### config.mk
export PLATFORM = sky130hd
export DESIGN_NAME = ro_meas_sched
export DESIGN_NICKNAME = d
export VERILOG_FILES = /design/src/rtl/ro_meas_pkg.sv /design/src/rtl/ro_byte_ser.sv /design/src/rtl/ro_meas_sched.sv
export SDC_FILE = /design/constraint.sdc
export NUM_CORES = 1
export LEC_CHECK = 0
export CAP_MARGIN = 15
export CORE_ASPECT_RATIO = 0.9
export CORE_UTILIZATION = 43
export CTS_CLUSTER_DIAMETER = 120
export DETAILED_ROUTE_END_ITERATION = 6
export PLACE_DENSITY_LB_ADDON = 0.25
export SKIP_CTS_REPAIR_TIMING = 1
export SLEW_MARGIN = 15
export SYNTH_ARGS = -nofsm -noshare
export SYNTH_HDL_FRONTEND = slang
export SYNTH_HIERARCHICAL = 1
export SYNTH_SLANG_ARGS = --single-unit
### constraint.sdc
create_clock -name clk -period 6 [get_ports clk]
set_input_delay 1.2 -clock clk [delete_from_list [all_inputs] [get_ports clk]]
set_output_delay 1.2 -clock clk [all_outputs]
set_load 0.01 [all_outputs]
### src/rtl/ro_meas_pkg.sv
// Shared types and helpers for the ring-oscillator measurement scheduler.
// CHECKSUM_EN adds one XOR checksum byte to every frame.
package ro_meas_pkg;

    typedef enum logic [2:0] {
        ST_IDLE    = 3'd0,
        ST_SETTLE  = 3'd1,
        ST_MEASURE = 3'd2,
        ST_SEND    = 3'd3,
        ST_NEXT    = 3'd4,
        ST_DONE    = 3'd5
    } state_t;

    localparam logic [3:0] HDR_MARK = 4'hA;

    function automatic int frame_bytes(input int cnt_w);
`ifdef CHECKSUM_EN
        return 2 + cnt_w / 8;
`else
        return 1 + cnt_w / 8;
`endif
    endfunction

    // Index of the lowest set bit; 0 when the mask is empty.
    function automatic logic [3:0] lowest_bit(input logic [15:0] m);
        logic [3:0] r;
        r = 4'd0;
        for (int i = 15; i >= 0; i--) begin
            if (m[i]) r = 4'(i);
        end
        return r;
    endfunction

endpackage

### src/rtl/ro_byte_ser.sv
// Loads a {header, count} frame and emits it MSB-first over valid/ready.
// CHECKSUM_EN appends the XOR of all previous frame bytes.
module ro_byte_ser
    import ro_meas_pkg::*;
#(
    parameter int CNT_W = 32
) (
    input  logic             clk,
    input  logic             rst_n,
    input  logic             i_load,
    input  logic [7:0]       i_hdr,
    input  logic [CNT_W-1:0] i_cnt,
    input  logic             i_tx_ready,
    output logic [7:0]       o_tx_data,
    output logic             o_tx_valid,
    output logic             o_last_acc
);

    localparam int NB = frame_bytes(CNT_W);

    logic [CNT_W-1:0] r_shift;
    logic [2:0]       r_rem;
    logic [7:0]       r_data;
    logic             r_valid;
    logic             w_xfer;
    logic [7:0]       w_next;

    assign w_xfer     = r_valid & i_tx_ready;
    assign o_last_acc = w_xfer & (r_rem == 3'd0);
    assign o_tx_data  = r_data;
    assign o_tx_valid = r_valid;

`ifdef CHECKSUM_EN
    logic [7:0] r_csum;

    assign w_next = (r_rem == 3'd1) ? r_csum : r_shift[CNT_W-1 -: 8];

    // Running XOR of every byte placed on tx_data in this frame.
    always_ff @(posedge clk) begin
        if (!rst_n) begin
            r_csum <= 8'd0;
        end else if (i_load) begin
            r_csum <= i_hdr;
        end else if (w_xfer && r_rem != 3'd0) begin
            r_csum <= r_csum ^ w_next;
        end
    end
`else
    assign w_next = r_shift[CNT_W-1 -: 8];
`endif

    // r_rem counts bytes still to follow the one currently presented.
    always_ff @(posedge clk) begin
        if (!rst_n) begin
            r_shift <= '0;
            r_rem   <= 3'd0;
            r_data  <= 8'd0;
            r_valid <= 1'b0;
        end else if (i_load) begin
            r_shift <= i_cnt;
            r_rem   <= 3'(NB - 1);
            r_data  <= i_hdr;
            r_valid <= 1'b1;
        end else if (w_xfer) begin
            if (r_rem == 3'd0) begin
                r_valid <= 1'b0;
            end else begin
                r_data  <= w_next;
                r_shift <= r_shift << 6'd8;
                r_rem   <= r_rem - 3'd1;
            end
        end
    end

endmodule

### src/rtl/ro_meas_sched.sv
// Ring-oscillator scan: settle, measure window, then send a framed count per oscillator.
// CHECKSUM_EN (optional) adds an XOR checksum byte to each frame.
module ro_meas_sched
    import ro_meas_pkg::*;
#(
    parameter int NUM_RO     = 4,
    parameter int CNT_W      = 32,
    parameter int SETTLE_CYC = 16
) (
    input  logic              clk,
    input  logic              rst_n,
    input  logic              start,
    input  logic [NUM_RO-1:0] ro_mask,
    output logic [NUM_RO-1:0] ro_en,
    output logic              cnt_clr,
    input  logic [CNT_W-1:0]  cnt_val,
    output logic              win_en,
    input  logic              win_done,
    output logic [7:0]        tx_data,
    output logic              tx_valid,
    input  logic              tx_ready,
    output logic              busy,
    output logic              frame_done
);

    state_t            r_state;
    logic [NUM_RO-1:0] r_mask;
    logic [3:0]        r_idx;
    logic [15:0]       r_settle;
    logic [NUM_RO-1:0] r_ro_en;
    logic              r_cnt_clr;
    logic              r_win_en;
    logic              r_busy;
    logic              r_frame_done;

    logic [15:0]       w_mask_in;
    logic [15:0]       w_mask_rem;
    logic              w_load;
    logic              w_last_acc;

    function automatic logic [NUM_RO-1:0] onehot(input logic [3:0] i);
        logic [15:0] v;
        v = 16'd1 << i;
        return v[NUM_RO-1:0];
    endfunction

    assign w_mask_in  = 16'(ro_mask);
    assign w_mask_rem = 16'(r_mask) & ~(16'd1 << r_idx);
    assign w_load     = (r_state == ST_MEASURE) && win_done;

    assign ro_en      = r_ro_en;
    assign cnt_clr    = r_cnt_clr;
    assign win_en     = r_win_en;
    assign busy       = r_busy;
    assign frame_done = r_frame_done;

    ro_byte_ser #(.CNT_W(CNT_W)) u_ser (
        .clk        (clk),
        .rst_n      (rst_n),
        .i_load     (w_load),
        .i_hdr      ({HDR_MARK, r_idx}),
        .i_cnt      (cnt_val),
        .i_tx_ready (tx_ready),
        .o_tx_data  (tx_data),
        .o_tx_valid (tx_valid),
        .o_last_acc (w_last_acc)
    );

    // Scan FSM; every output is registered here.
    always_ff @(posedge clk) begin
        if (!rst_n) begin
            r_state      <= ST_IDLE;
            r_mask       <= '0;
            r_idx        <= 4'd0;
            r_settle     <= 16'd0;
            r_ro_en      <= '0;
            r_cnt_clr    <= 1'b1;
            r_win_en     <= 1'b0;
            r_busy       <= 1'b0;
            r_frame_done <= 1'b0;
        end else begin
            case (r_state)
                ST_IDLE: begin
                    if (start) begin
                        r_busy <= 1'b1;
                        r_mask <= ro_mask;
                        if (w_mask_in != 16'd0) begin
                            r_idx    <= lowest_bit(w_mask_in);
                            r_ro_en  <= onehot(lowest_bit(w_mask_in));
                            r_settle <= 16'd0;
                            r_state  <= ST_SETTLE;
                        end else begin
                            r_frame_done <= 1'b1;
                            r_state      <= ST_DONE;
                        end
                    end
                end
                ST_SETTLE: begin
                    if (r_settle == 16'(SETTLE_CYC - 1)) begin
                        r_win_en  <= 1'b1;
                        r_cnt_clr <= 1'b0;
                        r_state   <= ST_MEASURE;
                    end else begin
                        r_settle <= r_settle + 16'd1;
                    end
                end
                ST_MEASURE: begin
                    if (win_done) begin
                        r_win_en  <= 1'b0;
                        r_ro_en   <= '0;
                        r_cnt_clr <= 1'b1;
                        r_state   <= ST_SEND;
                    end
                end
                ST_SEND: begin
                    if (w_last_acc) r_state <= ST_NEXT;
                end
                ST_NEXT: begin
                    r_mask <= w_mask_rem[NUM_RO-1:0];
                    if (w_mask_rem != 16'd0) begin
                        r_idx    <= lowest_bit(w_mask_rem);
                        r_ro_en  <= onehot(lowest_bit(w_mask_rem));
                        r_settle <= 16'd0;
                        r_state  <= ST_SETTLE;
                    end else begin
                        r_frame_done <= 1'b1;
                        r_state      <= ST_DONE;
                    end
                end
                ST_DONE: begin
                    r_frame_done <= 1'b0;
                    r_busy       <= 1'b0;
                    r_state      <= ST_IDLE;
                end
                default: begin
                    r_state <= ST_IDLE;
                end
            endcase
        end
    end

endmodule

## Yosys cells after proc, flatten, opt, wreduce, memory -nomap -nowiden

Index checks and enable logic that the tools add are counted.

| word-level totals | value |
|---|---|
| register bits after elaboration | 79 |
| input bits | 41 |
| output and inout port bits | 17 |
| logic and storage cells | 138 |

| operators by class | value |
|---|---|
| add/subtract/negate cells | 2 |
| equal/unequal tests | 16 |
| shift-type cells | 3 |
| multiplexer cells | 71 |
| bitwise logic cells | 6 |
| reduce and logical (&&, ||, !) cells | 25 |

Operators with widths:

| kind | number |
|---|---|
| two-way mux 4 bit | 31 |
| two-way mux 32 bit | 3 |
| two-way mux 16 bit | 4 |
| case mux 16 bit (3 select lines) | 1 |
| nonzero test 16 bit | 2 |
| two-way mux 3 bit | 9 |
| two-way mux 8 bit | 3 |
| adder 16 x 1 -> 16 bit (second input constant) | 1 |
| AND 4 x 16 -> 16 bit | 1 |
| equality test 16 x 4 -> 1 bit (second input constant) | 1 |
| inequality test 2 bit (second input constant) | 8 |
| NOT 16 bit | 1 |
| case mux 4 bit (2 select lines) | 2 |
| left shift 1 x 4 -> 16 bit (first input constant) | 1 |
| case mux 3 bit (5 select lines) | 1 |
| case mux 4 bit (3 select lines) | 1 |
| AND reduction 4 bit | 3 |
| two-way mux 1 bit | 11 |
| AND reduction 2 bit | 5 |
| AND reduction 5 bit | 2 |
| nonzero test 2 bit | 5 |
| nonzero test 3 bit | 3 |
| left shift 1 x 4 -> 4 bit (first input constant) | 2 |
| equality test 3 x 2 -> 1 bit (second input constant) | 2 |
| 13 further kinds | 20 |

## Depth between registers and ports, before layout

Gate-level depths: netlist of run 1.

| logic depth | value |
|---|---|
| depth in word-level cells | 25 |
| mapped depth | 7 |
| gate-level depth less buffers | 7 |

## Cells and area by module

Netlist of run 1, hierarchy kept.

By module, submodules not included:

| module | instances | cells an instance | area each (um^2) | sequential area each (um^2) |
|---|---|---|---|---|
| ro_byte_ser | 1 | 247 | 2033.2 | 880.8 |
| ro_meas_sched | 1 | 240 | 1980.6 | 660.6 |

## Worst setup path before layout of run 1

OpenSTA, ideal clock, no wires.

| timing | value |
|---|---|
| path kind | input to register |
| from | input ro_mask[2] |
| to | register r_ro_en[1], in the netlist ro_en[1] |
| setup time | 0.117 ns |
| arrival | 2.515 ns |
| required time | 5.883 ns |
| setup slack | 3.367 ns |
| stages | 5 |
| buffers on the path | 0 |
| path through | or4_1 > and2_1 > a31o_2 > and2_1 > a32o_1 |

| between the ends | value |
|---|---|
| word-level cells in the longest chain between the ends | 11 |
| elaborated cells on any way between the ends | 14 |
| those cells by class | eq/ne: 1; shift: 1; mux: 10; reduce/logical: 2 |

RTL lines:

| item | line | RTL |
|---|---|---|
| start: declaration | ro_meas_sched.sv:13 | `input logic [NUM_RO-1:0] ro_mask,` |
| two-way mux 4 bit (3 in series) | ro_meas_pkg.sv:29 | `if (m[i]) r = 4'(i);` |
| two-way mux 4 bit | ro_meas_sched.sv:87 | `if (w_mask_in != 16'd0) begin` |
| two-way mux 4 bit | ro_meas_sched.sv:84 | `if (start) begin` |
| two-way mux 4 bit | ro_meas_sched.sv:82 | `case (r_state)` |
| two-way mux 4 bit | ro_meas_sched.sv:71 | `if (!rst_n) begin` |
| left shift 1 x 4 -> 4 bit | ro_meas_sched.sv:43 | `v = 16'd1 << i;` |
| two-way mux 4 bit | ro_meas_sched.sv:87 |  |
| two-way mux 4 bit | ro_meas_sched.sv:84 |  |
| case mux 4 bit (3 select lines) | ro_meas_sched.sv:82 |  |
| end signal: assignment | ro_meas_sched.sv:89 | `r_ro_en <= onehot(lowest_bit(w_mask_in));` |
| end signal: assignment | ro_meas_sched.sv:122 | `r_ro_en <= onehot(lowest_bit(w_mask_rem));` |
| end: declaration | ro_meas_sched.sv:30 | `logic [NUM_RO-1:0] r_ro_en;` |

Several ways; a longest one is shown, not always the timed one. The select of a mux whose other input is x is not followed.
A chain may end at the register's enable or synchronous reset.

## Worst setup path after layout of run 1

| timing | value |
|---|---|
| from | input win_done |
| to | register u_ser.r_data[1], in the netlist u_ser/o_tx_data[1] |

| between the ends | value |
|---|---|
| word-level cells in the longest chain between the ends | 3 |
| elaborated cells on any way between the ends | 5 |
| those cells by class | eq/ne: 1; mux: 1; reduce/logical: 3 |

RTL lines:

| item | line | RTL |
|---|---|---|
| start: declaration | ro_meas_sched.sv:18 | `input logic win_done,` |
| logical AND 1 bit * | ro_meas_sched.sv:49 | `assign w_load = (r_state == ST_MEASURE) && win_done;` |
| named net w_load | ro_meas_sched.sv:38 | `logic w_load;` |
| inequality test 2 x 1 -> 1 bit (no source line) / nonzero test 2 bit (equally long branches) | -- |  |
| AND reduction 2 bit (no source line) | -- |  |
| end signal: assignment | ro_byte_ser.sv:62 | `r_data <= i_hdr;` |
| end signal: assignment | ro_byte_ser.sv:68 | `r_data <= w_next;` |
| end: declaration | ro_byte_ser.sv:23 | `logic [7:0] r_data;` |

Mark *: on every way through the listed nets, which the timed path passes. The rest lies on a longest branch.

==> metrics, run 1 <==
CP endpoint kind=flop; dpl cells=636; H-tree depth=3; clock skew=0.0141 ns; CP max-delay cell=inv_1; RSZ-0062 raised after global routing=false; vias in the first global route=3293; Critical Path RT=6.22 ns; Clock Latency Late Sink=0.35 ns; EDFF count, synth=0; Peak VDD IR=0.000113 V; Hold Violations, Final=0; sequence of cells on the critical path=clkdlybuf4s50_1 -> and2_1 -> and3_2 -> buf_4 -> inv_1 -> o21ai_0 -> a211oi_1; worst hold start=ro_en[3]$_SDFFE_PN0P_; drt pass-1 iters=5; DR DRC count=0; layout cell share with drive strength beyond 1=~8.1%; initial antenna violation count=0; Register-to-Register Path Depth=6; pre-CTS setup slack=2.08 ns; Syn-to-layout area delta=19.4%; HPWL after DPL=about 6.2 mm; count of input and output buffers=57; Synth Flop Type=dfxtp_1; first-pass GRT wire length=15.9 mm; leakage power=1.50 nW; Max Buffers Root-to-Sink=2; worst hold path type=reg2reg; detailed-route via count=3711; largest net degree at the start of global routing=77; commonest non-fill, non-tap cell in the layout=dfxtp_1; Finished Layout Cells=652; kind of critical path=in2reg; startpoint types=primary input; Worst R2R Start=r_state[2]$_SDFFE_PN0P_; synthesized flop and latch total=77; post-synthesis cell type count=64; gpl congestion=0.862; syn avg cell area=8.24 um2; Pwr Density=219 nW/um2; # nets final=569; Crit Path Max Fanout=76; initial core utilization=44.2%; vias per cell=~5.7; post-route setup TNS=0 ns; max cap viols=0; Post-Synthesis Cells=487; Top-Level Pins=58; FFs w/ async S/R, synth=0%; setup violators final=0; Arr. time, crit path=3.83 ns; status=finished clean; wire per inst=14.8 um; Synth Cell Area=4010 um2; width of the die=roughly 100 um; clock root cell=clkbuf_8; slew at the pin closest to its max-slew limit=1.12 ns; Placeable Area=~9100 um2; Post-DRT Antenna Nets=0; worst r2r dst=u_ser/o_tx_data[1]$_SDFFE_PN0P_; residual overflow from global routing=0; final worst setup slack=~2.4 ns; CTS tree=done; hold depth=1; most frequent cells in the layout=dfxtp_1 (77), clkdlybuf4s50_1 (56), o21ai_0 (53); DRT iter0 DRCs=256; final worst path period share=approximately three fifths; DRT Wirelength=about 9.7 mm; Die ar.=9730 um2; Buf+Inv Stages, Crit Path=3; Worst path max stage delay=just over 0.7 ns; relative slew slack=around a quarter; # diodes=0; achievable frequency=approximately 0.28 GHz; Seq/Total Area, Yosys=38.4%; Slew Viols, Final=0; Die Span Y=93.7 um; register clock-pin slew on the reported worst setup and hold paths=0.08 ns; Warnings, synthesis=6; total CTS buffers=9; # clock sinks=77; row cnt=33; post-layout min period=3.62 ns; Endpoint, Worst Hold=ro_en[3]$_SDFFE_PN0P_; Worst R2R Setup Slack=just under 3 ns; CP top delay family=buffers and inverters; Overall Global Routing Usage=19.9%
## cell usage after synthesis, types with 5 or more instances
master	count	area (um2)
a211oi_1	34	255
a21boi_0	11	82.6
a21oi_1	14	70.1
a31oi_1	8	50.1
buf_2	17	85.1
buf_4	6	45.0
clkbuf_1	12	45.0
dfxtp_1	77	1540
inv_1	20	75.1
nand2_1	28	105
nand3_1	15	75.1
nor2_1	43	161
nor2b_1	7	43.8
nor3_1	5	25.0
nor4_1	36	225
o211ai_1	11	82.6
o21ai_0	53	265
or3_1	7	43.8
## metal layers
metal | GRT usage [%] | vias to the layer above | wire length (um)
li1 | - | 1893 | -
met1 | 28.5 | 1741 | 4920
met2 | 30.4 | 75 | 4350
met3 | 4.30 | 2 | 371
met4 | 5.00 | 0 | 33
met5 | 0 | - | 0
## logic make-up (layout without fill, tap and decap cells)
| kind of cell | Yosys count | in the layout | share of synthesized area, % |
|---|---|---|---|
| buffers and inverters | 60 | 99 | 7.26 |
| muxes | 5 | 5 | 1.28 |
| AOI/OAI and AO/OA | 170 | 170 | 28.8 |
| and+or+nand+nor | 170 | 170 | 23.1 |
| other | 2 | 6 | 0.187 |
| DFF | 77 | 77 | 38.4 |
| adders and majority gates | 3 | 3 | 0.935 |
## sequential cells by signal, summed over array words and instances, names as in the netlist, 2 cells and up
name,cells
ro_en,4
r_mask,4
r_state,3
u_ser/o_tx_data,8
r_idx,2
r_settle,16
u_ser/r_rem,3
u_ser/r_shift,32
## cell type report
class | instances | area, um2
clock buffer | 10 | 128
tap | 122 | 153
clock inverter | 6 | 87.6
inverter | 21 | 78.8
multi-input combinational | 354 | 2200
fill | 862 | 4290
timing repair buffer | 62 | 603
sequential | 77 | 1540
## worst max-delay path by stage
stage | startpoint | slack, ns | endpoint | depth (start not counted)
after CTS | win_done | 2.45 | u_ser/o_tx_data[1]$_SDFFE_PN0P_ | 7
after detailed placement | win_done | 2.08 | u_ser/o_tx_data[1]$_SDFFE_PN0P_ | 7
final | win_done | 2.38 | u_ser/o_tx_data[1]$_SDFFE_PN0P_ | 7
after floorplan | ro_mask[2] | 3.37 | ro_en[1]$_SDFFE_PN0P_ | 5
after global routing | win_done | 2.20 | u_ser/r_shift[28]$_SDFFE_PN0P_ | 7
after global placement | win_done | 2.06 | u_ser/o_tx_data[1]$_SDFFE_PN0P_ | 7
## metrics by stage
| step | utilization, % | hold WS [ns] | power [mW] | instance area [um2] |
|---|---|---|---|---|
| floorplan | - | 0.452 | 0.590 | 4030 |
| global placement | 50.4 | 0.458 | 0.634 | 4580 |
| detailed placement | 50.4 | 0.460 | 0.634 | 4580 |
| CTS | 52.7 | 0.477 | 1.06 | 4790 |
| global route | 52.7 | 0.493 | 1.09 | 4790 |
| finish | 52.7 | 0.472 | 1.05 | 4790 |
## where the power goes
part	internal, mW	total [mW]	switching [mW]
registers	0.517	0.527	0.0104
logic	0.0483	0.0960	0.0476
clock network	0.234	0.426	0.192
total	0.799	1.05	0.250
## worst reg2reg max path, stage by stage, from the launching register on
cell	delay, ns
dfxtp_1	0.74
inv_1	0.21
and3_2	0.24
buf_4	0.34
inv_1	0.93
o21ai_0	0.30
a211oi_1	0.21
No activity file was read; power rests on OpenSTA's default activity.
==> inputs of run 2 (changes only) <==
Clock period 6 ns to 3.2 ns, I/O delays scaled along.
==> metrics, run 2 (same netlist as run 1, synthesis figures left out) <==
post-layout min period=2.36 ns; layout cell share with drive strength beyond 1=8.82% (was 8.11%); Max Buffers Root-to-Sink=2 (unchanged); initial core utilization=44.2% (unchanged); worst hold path type=reg2reg (unchanged); smallest hold slack=0.480 ns (was 0.472 ns); residual overflow from global routing=0 (unchanged); sequence of cells on the critical path=or3b_1 -> or3_4 -> o21ai_2 -> o31a_2 -> o31ai_2 (was clkdlybuf4s50_1 -> and2_1 -> and3_2 -> buf_4 -> inv_1 -> o21ai_0 -> a211oi_1); drt pass-1 iters=4 (was 5); first-pass GRT wire length=17.1 mm (was 15.9 mm); routed wl met2=4.67 mm (was 4.35 mm); Endpoint, Worst Hold=ro_en[3]$_SDFFE_PN0P_ (unchanged); Top-Level Pins=58 (unchanged); metal3 WL=374 um (was 371 um); fillers=883 (was 862); Post-DRT Antenna Nets=0 (unchanged); Worst path max stage delay=0.56 ns (was 0.72 ns); final worst path period share=73.6%; RSZ-0062 raised after global routing=false (unchanged); kind of critical path=reg2reg (was in2reg); Critical Path RT=3.42 ns (was 6.22 ns); dpl cells=639 (was 636); Clock Latency Late Sink=0.35 ns (about the same); Worst R2R Setup Slack=0.84 ns (was 2.96 ns); wire per inst=15.4 um (was 14.8 um); largest net degree at the start of global routing=76 (was 77); # diodes=0 (unchanged); width of the die=104 um (unchanged); CP max-delay cell=or3b_1 (was inv_1); # nets final=572 (was 569); CP endpoint kind=flop (unchanged); DRT iter0 DRCs=209 (was 256); total CTS buffers=9 (unchanged); Pwr Density=385 nW/um2 (was 219 nW/um2); post-route setup TNS=0 ns (unchanged); leakage power=1.50 nW (about the same); hold depth=1 (unchanged); Crit Path Max Fanout=11 (was 76); worst hold start=ro_en[3]$_SDFFE_PN0P_ (unchanged); Die Span Y=93.7 um (unchanged); DRT met1 WL=4.90 mm (was 4.92 mm); Finished Layout Cells=655 (was 652); Register-to-Register Path Depth=5 (was 6); vias in the first global route=3505 (was 3293); DRT Wirelength=10.1 mm (was 9.67 mm); Largest Register=u_ser/r_shift (unchanged); max cap viols=0 (unchanged); count of input and output buffers=57 (unchanged); Worst R2R Start=r_state[0]$_SDFFE_PN0P_ (was r_state[2]$_SDFFE_PN0P_); Top Layer Used=met4 (unchanged); DR DRC count=0 (unchanged); Die ar.=9730 um2 (unchanged); Overall Global Routing Usage=21.5% (was 19.9%); gpl congestion=0.898 (was 0.862); Arr. time, crit path=2.58 ns (was 3.83 ns); Syn-to-layout area delta=19.3% (was 19.4%); Peak VDD IR=0.000274 V (was 0.000113 V); setup violators final=0 (unchanged); Slew Viols, Final=0 (unchanged); startpoint types=flop (was primary input); max FFs per register=32 (unchanged); detailed-route via count=3802 (was 3711); CTS tree=done (unchanged); vias per cell=5.80 (was 5.69); clock root cell=clkbuf_8 (unchanged); initial antenna violation count=0 (unchanged); relative slew slack=49.4% (was 25.3%); most frequent cells in the layout=dfxtp_1 (77), clkdlybuf4s50_1 (56), o21ai_0 (53) (unchanged); HPWL after DPL=6.55 mm (was 6.17 mm); clock skew=0.00824 ns (was 0.0141 ns); register clock-pin slew on the reported worst setup and hold paths=0.08 ns (about the same); H-tree depth=3 (unchanged); row cnt=33 (unchanged); # clock sinks=77 (unchanged); status=finished clean (unchanged); Placeable Area=9080 um2 (unchanged); worst r2r dst=r_settle[6]$_SDFFE_PN0P_ (was u_ser/o_tx_data[1]$_SDFFE_PN0P_); commonest non-fill, non-tap cell in the layout=dfxtp_1 (unchanged); Hold Violations, Final=0 (unchanged); slew at the pin closest to its max-slew limit=0.753 ns (was 1.12 ns); achievable frequency=0.424 GHz
[run 2: where the power goes]
group	leakage (nW)	internal (mW)	switching (mW)	total, mW
clock network	0.0880	0.300	0.370	0.669
logic	0.794	0.0921	0.0931	0.185
registers	0.622	0.968	0.0183	0.987
total	1.50	1.36	0.481	1.84
[run 2: stage by stage]
| step | cell area, um2 | worst slack (ns) | power [mW] | utilization (%) |
|---|---|---|---|---|
| after floorplan | 4030 | 1.13 | 1.11 | - |
| after global placement | 4610 | 0.598 | 1.19 | 50.8 |
| after detailed placement | 4610 | 0.566 | 1.19 | 50.8 |
| after CTS | 4790 | 0.843 | 1.85 | 52.7 |
| after global routing | 4790 | 0.666 | 1.92 | 52.7 |
| final | 4790 | 0.844 | 1.84 | 52.7 |
[run 2: worst max-delay path: cells and delay by family, from the launching register on]
family	cells	cell delay, ns
AOI/OAI and AO/OA	3	0.68
DFF	1	0.52
and+or+nand+nor	2	1.04
[run 2: cell type report]
cell class | instances | area, um2 | share of cell area [%]
Tap cell | 122 | 153 | 3.19
Sequential cell | 77 | 1540 | 32.2
Multi-Input combinational cell | 354 | 2200 | 45.9
Inverter | 21 | 78.8 | 1.65
Clock inverter | 6 | 38.8 | 0.810
Timing Repair Buffer | 65 | 638 | 13.3
Clock buffer | 10 | 138 | 2.88
[run 2: metal layers]
metal | vias up | GRT usage [%]
li1 | 1903 | -
met1 | 1808 | 29.3
met2 | 79 | 33.4
met3 | 12 | 5.27
met4 | 0 | 6.67
met5 | - | 0
[run 2: how the worst max path moves through the flow]
stage               slack [ns]  cells after the start                  endpoint               startpoint
detailed placement        0.57                      6     ro_en[1]$_SDFFE_PN0P_               ro_mask[2]
finish                    0.84                      5  r_settle[6]$_SDFFE_PN0P_  r_state[0]$_SDFFE_PN0P_
CTS                       0.84                      5  r_settle[6]$_SDFFE_PN0P_  r_state[0]$_SDFFE_PN0P_
global placement          0.60                      6     ro_en[1]$_SDFFE_PN0P_               ro_mask[2]
floorplan                 1.13                      5     ro_en[1]$_SDFFE_PN0P_               ro_mask[2]
global route              0.67                      5  r_settle[9]$_SDFFE_PN0P_  r_state[0]$_SDFFE_PN0P_
